[src/rtl/uart_rx_fifo.sv]
// uart_rx_fifo: oversampling UART receiver feeding a first-word-fall-through
// receive FIFO, with sticky error flags and optional line-break detection.
//
// Optional feature macro: UART_RX_FIFO_BREAK_DETECT_EN
//   defined   -> an all-zero frame (data, parity, stop) is reported as a line
//                break: the receiver waits for rx to return high and then
//                pulses break_det for one cycle; no push, no framing error.
//   undefined -> break_det is tied low; a break is an ordinary framing error.
//
// Ports:
//   clk          system clock (only clock)
//   resetn       asynchronous active-low reset
//   rx           serial line, idle high, asynchronous to clk
//   data         head-of-FIFO frame, 0 while data_valid is low
//   data_valid   FIFO not empty
//   data_ready   consumer accepts data this cycle (pop when valid && ready)
//   count        FIFO occupancy
//   parity_err   sticky: a frame failed the parity check
//   framing_err  sticky: a stop bit was sampled low
//   overrun      sticky: a good frame arrived while the FIFO was full
//   err_clear    one-cycle pulse clearing all sticky flags
//   break_det    one-cycle pulse when a line break ends
module uart_rx_fifo #(
  parameter int CLOCK_HZ   = 50000000,
  parameter int BAUD_RATE  = 115200,
  parameter int OVERSAMPLE = 16,
  parameter int DATA_BITS  = 8,
  parameter int PARITY     = 0,
  parameter int FIFO_DEPTH = 8
) (
  input  logic                                clk,
  input  logic                                resetn,
  input  logic                                rx,
  output logic [DATA_BITS-1:0]                data,
  output logic                                data_valid,
  input  logic                                data_ready,
  output logic [$clog2(FIFO_DEPTH+1)-1:0]     count,
  output logic                                parity_err,
  output logic                                framing_err,
  output logic                                overrun,
  input  logic                                err_clear,
  output logic                                break_det
);

  localparam int DIV_RAW = CLOCK_HZ / (BAUD_RATE * OVERSAMPLE);
  localparam int DIV     = (DIV_RAW < 1) ? 1 : DIV_RAW;
  localparam int TW      = $clog2(OVERSAMPLE);
  localparam int BW      = $clog2(DATA_BITS);
  localparam int AW      = $clog2(FIFO_DEPTH);
  localparam int CW      = $clog2(FIFO_DEPTH + 1);

  localparam logic [TW-1:0] T_S0   = TW'(OVERSAMPLE / 2 - 1);
  localparam logic [TW-1:0] T_S1   = TW'(OVERSAMPLE / 2);
  localparam logic [TW-1:0] T_DEC  = TW'(OVERSAMPLE / 2 + 1);
  localparam logic [TW-1:0] T_END  = TW'(OVERSAMPLE - 1);
  localparam logic [BW-1:0] B_LAST = BW'(DATA_BITS - 1);
  localparam logic [CW-1:0] C_FULL = CW'(FIFO_DEPTH);

  typedef enum logic [2:0] {IDLE, START, DATA, PAR, STOP} state_t;

  // ---------------------------------------------------------------------------
  // Input synchroniser. Reset low so a line that is really idle has to be
  // observed high before the receiver arms.
  // ---------------------------------------------------------------------------
  logic rx_meta, rx_sync;

  always_ff @(posedge clk or negedge resetn) begin
    if (!resetn) begin
      rx_meta <= 1'b0;
      rx_sync <= 1'b0;
    end else begin
      rx_meta <= rx;
      rx_sync <= rx_meta;
    end
  end

  // ---------------------------------------------------------------------------
  // Free-running oversample tick
  // ---------------------------------------------------------------------------
  logic tick;

  generate
    if (DIV == 1) begin : g_tick_every
      assign tick = 1'b1;
    end else begin : g_tick_div
      localparam int DW = $clog2(DIV);
      localparam logic [DW-1:0] D_LAST = DW'(DIV - 1);
      logic [DW-1:0] div_cnt;

      always_ff @(posedge clk or negedge resetn) begin
        if (!resetn)                div_cnt <= '0;
        else if (div_cnt == D_LAST) div_cnt <= '0;
        else                        div_cnt <= div_cnt + 1'b1;
      end

      assign tick = (div_cnt == D_LAST);
    end
  endgenerate

  // ---------------------------------------------------------------------------
  // Receiver state
  // ---------------------------------------------------------------------------
  state_t               state;
  logic [TW-1:0]        tick_idx;
  logic [1:0]           samp;
  logic [BW-1:0]        bit_cnt;
  logic [DATA_BITS-1:0] shreg;
  logic                 par_bit;
  logic                 armed;
  logic                 brk_wait;

  logic vote, stop_dec, par_bad, is_break, frame_good;
  logic pop, full, push;

  always_comb begin
    // Third sample is the live value at the decision tick.
    vote     = (samp[0] & samp[1]) | (samp[0] & rx_sync) | (samp[1] & rx_sync);
    stop_dec = (state == STOP) && tick && (tick_idx == T_DEC) && !brk_wait;
    par_bad  = (PARITY != 0) &&
               (par_bit != ((PARITY == 1) ? ~^shreg : ^shreg));
`ifdef UART_RX_FIFO_BREAK_DETECT_EN
    is_break = (shreg == '0) && ((PARITY == 0) || !par_bit) && !vote;
`else
    is_break = 1'b0;
`endif
    frame_good = stop_dec && vote && !par_bad;
    pop        = data_valid && data_ready;
    full       = (count == C_FULL);
    // A pop in the same cycle frees the slot a full FIFO needs.
    push       = frame_good && (!full || pop);
  end

`ifndef UART_RX_FIFO_BREAK_DETECT_EN
  assign brk_wait  = 1'b0;
  assign break_det = 1'b0;
`endif

  always_ff @(posedge clk or negedge resetn) begin
    if (!resetn) begin
      state    <= IDLE;
      tick_idx <= '0;
      samp     <= '0;
      bit_cnt  <= '0;
      shreg    <= '0;
      par_bit  <= 1'b0;
      armed    <= 1'b0;
`ifdef UART_RX_FIFO_BREAK_DETECT_EN
      brk_wait  <= 1'b0;
      break_det <= 1'b0;
`endif
    end else begin
`ifdef UART_RX_FIFO_BREAK_DETECT_EN
      break_det <= 1'b0;
`endif
      case (state)
        IDLE: begin
          if (rx_sync) begin
            armed <= 1'b1;
          end else if (tick && armed) begin
            // The detecting tick counts as tick 0 of the start bit.
            state    <= START;
            tick_idx <= TW'(1);
            armed    <= 1'b0;
          end
        end
        default: begin
`ifdef UART_RX_FIFO_BREAK_DETECT_EN
          if (brk_wait) begin
            if (rx_sync) begin
              brk_wait  <= 1'b0;
              break_det <= 1'b1;
              state     <= IDLE;
            end
          end else
`endif
          if (tick) begin
            tick_idx <= (tick_idx == T_END) ? '0 : tick_idx + 1'b1;
            if (tick_idx == T_S0) samp[0] <= rx_sync;
            if (tick_idx == T_S1) samp[1] <= rx_sync;
            if (tick_idx == T_DEC) begin
              case (state)
                START: if (vote) state <= IDLE;
                DATA:  shreg   <= {vote, shreg[DATA_BITS-1:1]};
                PAR:   par_bit <= vote;
                STOP: begin
`ifdef UART_RX_FIFO_BREAK_DETECT_EN
                  if (is_break) brk_wait <= 1'b1;
                  else          state    <= IDLE;
`else
                  state <= IDLE;
`endif
                end
                default: ;
              endcase
            end
            if (tick_idx == T_END) begin
              case (state)
                START: begin
                  state   <= DATA;
                  bit_cnt <= '0;
                end
                DATA: begin
                  if (bit_cnt == B_LAST) state   <= (PARITY != 0) ? PAR : STOP;
                  else                   bit_cnt <= bit_cnt + 1'b1;
                end
                PAR:     state <= STOP;
                default: ;
              endcase
            end
          end
        end
      endcase
    end
  end

  // ---------------------------------------------------------------------------
  // Sticky error flags: a new event wins over err_clear.
  // ---------------------------------------------------------------------------
  always_ff @(posedge clk or negedge resetn) begin
    if (!resetn) begin
      parity_err  <= 1'b0;
      framing_err <= 1'b0;
      overrun     <= 1'b0;
    end else begin
      if (stop_dec && vote && par_bad)       parity_err <= 1'b1;
      else if (err_clear)                    parity_err <= 1'b0;

      if (stop_dec && !vote && !is_break)    framing_err <= 1'b1;
      else if (err_clear)                    framing_err <= 1'b0;

      if (frame_good && full && !pop)        overrun <= 1'b1;
      else if (err_clear)                    overrun <= 1'b0;
    end
  end

  // ---------------------------------------------------------------------------
  // Receive FIFO (first-word fall-through)
  // ---------------------------------------------------------------------------
  logic [DATA_BITS-1:0] mem [FIFO_DEPTH];
  logic [AW-1:0]        wr_ptr, rd_ptr;

  always_ff @(posedge clk) begin
    if (push) mem[wr_ptr] <= shreg;
  end

  always_ff @(posedge clk or negedge resetn) begin
    if (!resetn) begin
      wr_ptr <= '0;
      rd_ptr <= '0;
      count  <= '0;
    end else begin
      if (push) wr_ptr <= wr_ptr + 1'b1;
      if (pop)  rd_ptr <= rd_ptr + 1'b1;
      case ({push, pop})
        2'b10:   count <= count + 1'b1;
        2'b01:   count <= count - 1'b1;
        default: ;
      endcase
    end
  end

  always_comb begin
    data_valid = (count != '0);
    data       = data_valid ? mem[rd_ptr] : '0;
  end

endmodule

[config.mk]
export PLATFORM = sky130hd
export DESIGN_NAME = uart_rx_fifo
export DESIGN_NICKNAME = d
export VERILOG_FILES = /design/src/rtl/uart_rx_fifo.sv
export SDC_FILE = /design/constraint.sdc
export NUM_CORES = 1
export LEC_CHECK = 0
export CAP_MARGIN = 30
export CORE_ASPECT_RATIO = 0.6
export CORE_UTILIZATION = 45
export DETAILED_ROUTE_END_ITERATION = 12
export DONT_BUFFER_PORTS = 1
export GPL_TIMING_DRIVEN = 0
export HOLD_SLACK_MARGIN = 0.02
export PLACE_DENSITY = 0.71
export SLEW_MARGIN = 15
export SYNTH_ARGS = -nofsm -noshare
export SYNTH_HDL_FRONTEND = slang
export SYNTH_SLANG_ARGS = --single-unit
[constraint.sdc]
create_clock -name clk -period 3.85 [get_ports clk]
set_clock_uncertainty 0.2 [all_clocks]
set_input_delay 0.77 -clock clk [delete_from_list [all_inputs] [get_ports clk]]
set_output_delay 0.77 -clock clk [all_outputs]
set_load 0.03 [all_outputs]
==> run_results.csv <==
group,metric,value,unit
clock_tree,cts_tree,"built",
clock_tree,cts_repair_resize_count,0,
placed_design,placed_area,4760,um2
cells_and_area,n_fill_cell,753,
yosys,yosys.cell_types.count,49,
timing,setup-tns-final,0,ns
cells_and_area,drive_gt1_share,25.2,%
yosys,synth_ff_type,"edfxtp_1",
global_routing,grt_max_degree,41,
drt,wl_per_cell,17.9,um
yosys,yosysSeqAreaShare,64.6,%
worst_setup_path,critPathKind,"flip-flop to output port",
clock_tree,cts_buffers,9,
yosys,synth_warnings,0,
clock_tree,cts_buffer_depth,2,
cells_and_area,diodes,0,
pwr,p_per_area,407,nW/um2
floorplan,die_w,131,um
run,drv_cap,0,
drt,vias,2359,
global_routing,grt_first_pass_wirelength,13.1,mm
floorplan,std_cell_rows,27,
yosys,synthCells,285,
cells_and_area,fin_area,5070,um2
yosys,synthesis.area,4520,um2
worst_setup_path,crit_required,2.88,ns
clock_tree,htreeDepth,3,
cells_and_area,area_growth,12.1,%
clock_tree,clk_pin_slew,0.07,ns
timing,hold_viol,0,
timing,post-route-period-util,91.9,%
worst_setup_path,critPathCaptureType,"output port",
run_status,status,"finished, final reports clean",
pwr,peakVddDrop,0.000211,V
floorplan,initial_core_util,47.8,%
yosys,synth_edf_count,64,
floorplan,ioPinCount,22,
global_routing,antenna_found_initial,0,
global_routing,grt_pass1_vias,2397,
drt,postRouteAntennaNets,0,
drt,route.detailed.drc,0,
timing,rsz0062_at_grt,"false",
worst_setup_path,critical_path_peak_fanout,10,
hold_path,hold_class,"input port to async pin",
clock_tree,clock_latency,0.35,ns
cells_and_area,final_cell_mix,"64 x edfxtp_1, 40 x dfrtp_1, 17 x nor2_1",
floorplan,core_area,9460,um2
yosys,async_flop_share,38.5,%
worst_setup_path,startpoint_type,"flip-flop",
floorplan,die_h,79.7,um
clock_tree,cts_root_buf,"clkbuf_16",
global_routing,overflow,0,
timing,layout_min_cycle_time,3.54,ns
timing,setup_viol,0,
cells_and_area,num-nets-final,321,
worst_setup_path,cp.arrival,2.57,ns
timing,slew_violations,0,
yosys,ys_ff_latch,104,
placed_design,hpwl,5.69,mm
drt,wl,7.88,mm
placed_design,gp_congestion,0.739,
cells_and_area,instances_no_fill,439,
timing,timing.slew.headroom,48.7,%
drt,vias_per_cell,5.37,
placed_design,port_buffers,0,
timing,tightest_slew,0.765,ns
placed_design,place_inst,422,
cells_and_area,final_common_cell,"edfxtp_1",
global_routing,track_usage,17.2,%
floorplan,die-area,10500,um2
yosys,synth_area_per_cell,15.9,um2
pwr,total_leakage_power,0.00204,uW
timing,fmax,0.283,GHz
drt,firstDrtPassIters,4,
clock_tree,cts.sinks,104,
drt,drt_iter0_drc,120,
worst paths after layout:
kind | endpoint | start | slack, ns | cells after the start
min | armed$_DFFE_PN0P_ | resetn | 0.06 | 1
min in group clk | rx_sync$_DFF_PN0_ | rx_meta$_DFF_PN0_ | 0.15 | 0
max | data[6] | rd_ptr[1]$_DFFE_PN0P_ | 0.31 | 5
max reg2reg | count[2]$_DFFE_PN0P_ | count[1]$_DFFE_PN0P_ | 0.67 | 12
min reg2reg | rx_sync$_DFF_PN0_ | rx_meta$_DFF_PN0_ | 0.15 | 0
max in group asynchronous | count[0]$_DFFE_PN0P_ | resetn | 3.19 | 1
state kept, by name (all words and copies together), names as in the netlist:
register and count:
bit_cnt 3, rx_sync 1, state 3, overrun 1, framing_err 1, samp 2, g_tick_div.div_cnt 5, armed 1
shreg 8, mem 64, tick_idx 4, rd_ptr 3, rx_meta 1, wr_ptr 3, count 4
repair_timing:
item,4_1_cts,5_1_grt
hold buffers,1,0
buffers inserted,0,0
hold endpoints to repair,40,0
kinds of logic after synthesis:
group           count (synthesis)  synth area share [%]
compound gates                 23                  3.32
xor+xnor                       11                  2.13
fa+ha+maj                      13                  3.54
buf+inv                        20                  2.27
flops                         104                  64.6
mux                            42                  14.3
other cells                     1                0.0829
simple gates                   71                  9.79
critical path, cell delays in order (launching register included):
cell      delay [ns]
dfrtp_1         0.35
clkbuf_1        0.37
clkbuf_1        0.56
mux4_2          0.37
mux2i_1         0.10
nor2_1          0.47
synth_stat cells (2+ instances only):
cell type | number | share of area, %
o31ai_1 | 2 | 0.33
nor4_1 | 2 | 0.28
o22ai_1 | 2 | 0.28
and3_1 | 3 | 0.41
nor2_1 | 17 | 1.4
mux2_2 | 16 | 4.0
nor4b_1 | 3 | 0.58
o21ai_0 | 8 | 0.88
nand2_1 | 12 | 1.0
clkbuf_1 | 3 | 0.25
nor2b_1 | 4 | 0.55
edfxtp_1 | 64 | 42
xnor2_1 | 5 | 0.97
xor2_1 | 6 | 1.2
buf_6 | 2 | 0.50
mux2i_1 | 9 | 2.0
nand2b_1 | 3 | 0.41
nor3_1 | 7 | 0.77
buf_2 | 4 | 0.44
nor3b_1 | 2 | 0.33
a21oi_1 | 3 | 0.33
nand3_1 | 4 | 0.44
nand4_1 | 2 | 0.28
buf_4 | 2 | 0.33
mux4_2 | 16 | 8.0
dfrtp_1 | 40 | 22
and2_1 | 2 | 0.28
inv_1 | 7 | 0.58
ha_1 | 12 | 3.3
nor4_4 | 2 | 0.94
a22o_1 | 3 | 0.58
per-stage QoR:
stage / hold slack [ns] / utilization, % / worst slack, ns / total power (uW)
floorplan: 0.131 / - / 0.884 / 1210
global placement: 0.136 / 49.6 / 0.236 / 1210
detailed placement: 0.140 / 50.4 / 0.657 / 1210
CTS: 0.0580 / 53.6 / 0.277 / 2090
global route: 0.0674 / 53.6 / 0.156 / 2130
finish: 0.0624 / 53.6 / 0.314 / 2060
power breakdown:
| group | total (uW) | internal (uW) | leakage, uW | switching [uW] |
|---|---|---|---|---|
| Sequential | 1180 | 1180 | 0.00127 | 2.84 |
| Combinational | 20.9 | 6.45 | 0.000620 | 14.4 |
| Clock | 863 | 452 | 0.000142 | 411 |
| Total | 2060 | 1630 | 0.00204 | 429 |
routing by layer:
metal | up-vias | wire [um] | global-route usage [%]
li1 | 1114 | - | -
met1 | 1191 | 4030 | 24.7
met2 | 45 | 3270 | 24.2
met3 | 9 | 471 | 5.71
met4 | 0 | 105 | 6.28
met5 | - | 0 | 0
final cells by class:
class | instances | area (um2) | area share (%)
buffer | 12 | 72.6 | 1.43
clock buffer | 9 | 225 | 4.44
clock inverter | 7 | 61.3 | 1.21
inverter | 8 | 30.0 | 0.592
multi-input combinational | 162 | 1540 | 30.3
sequential | 104 | 2920 | 57.7
tap | 130 | 163 | 3.21
timing repair buffer | 7 | 57.6 | 1.14
(Power assumes the default switching activity.)
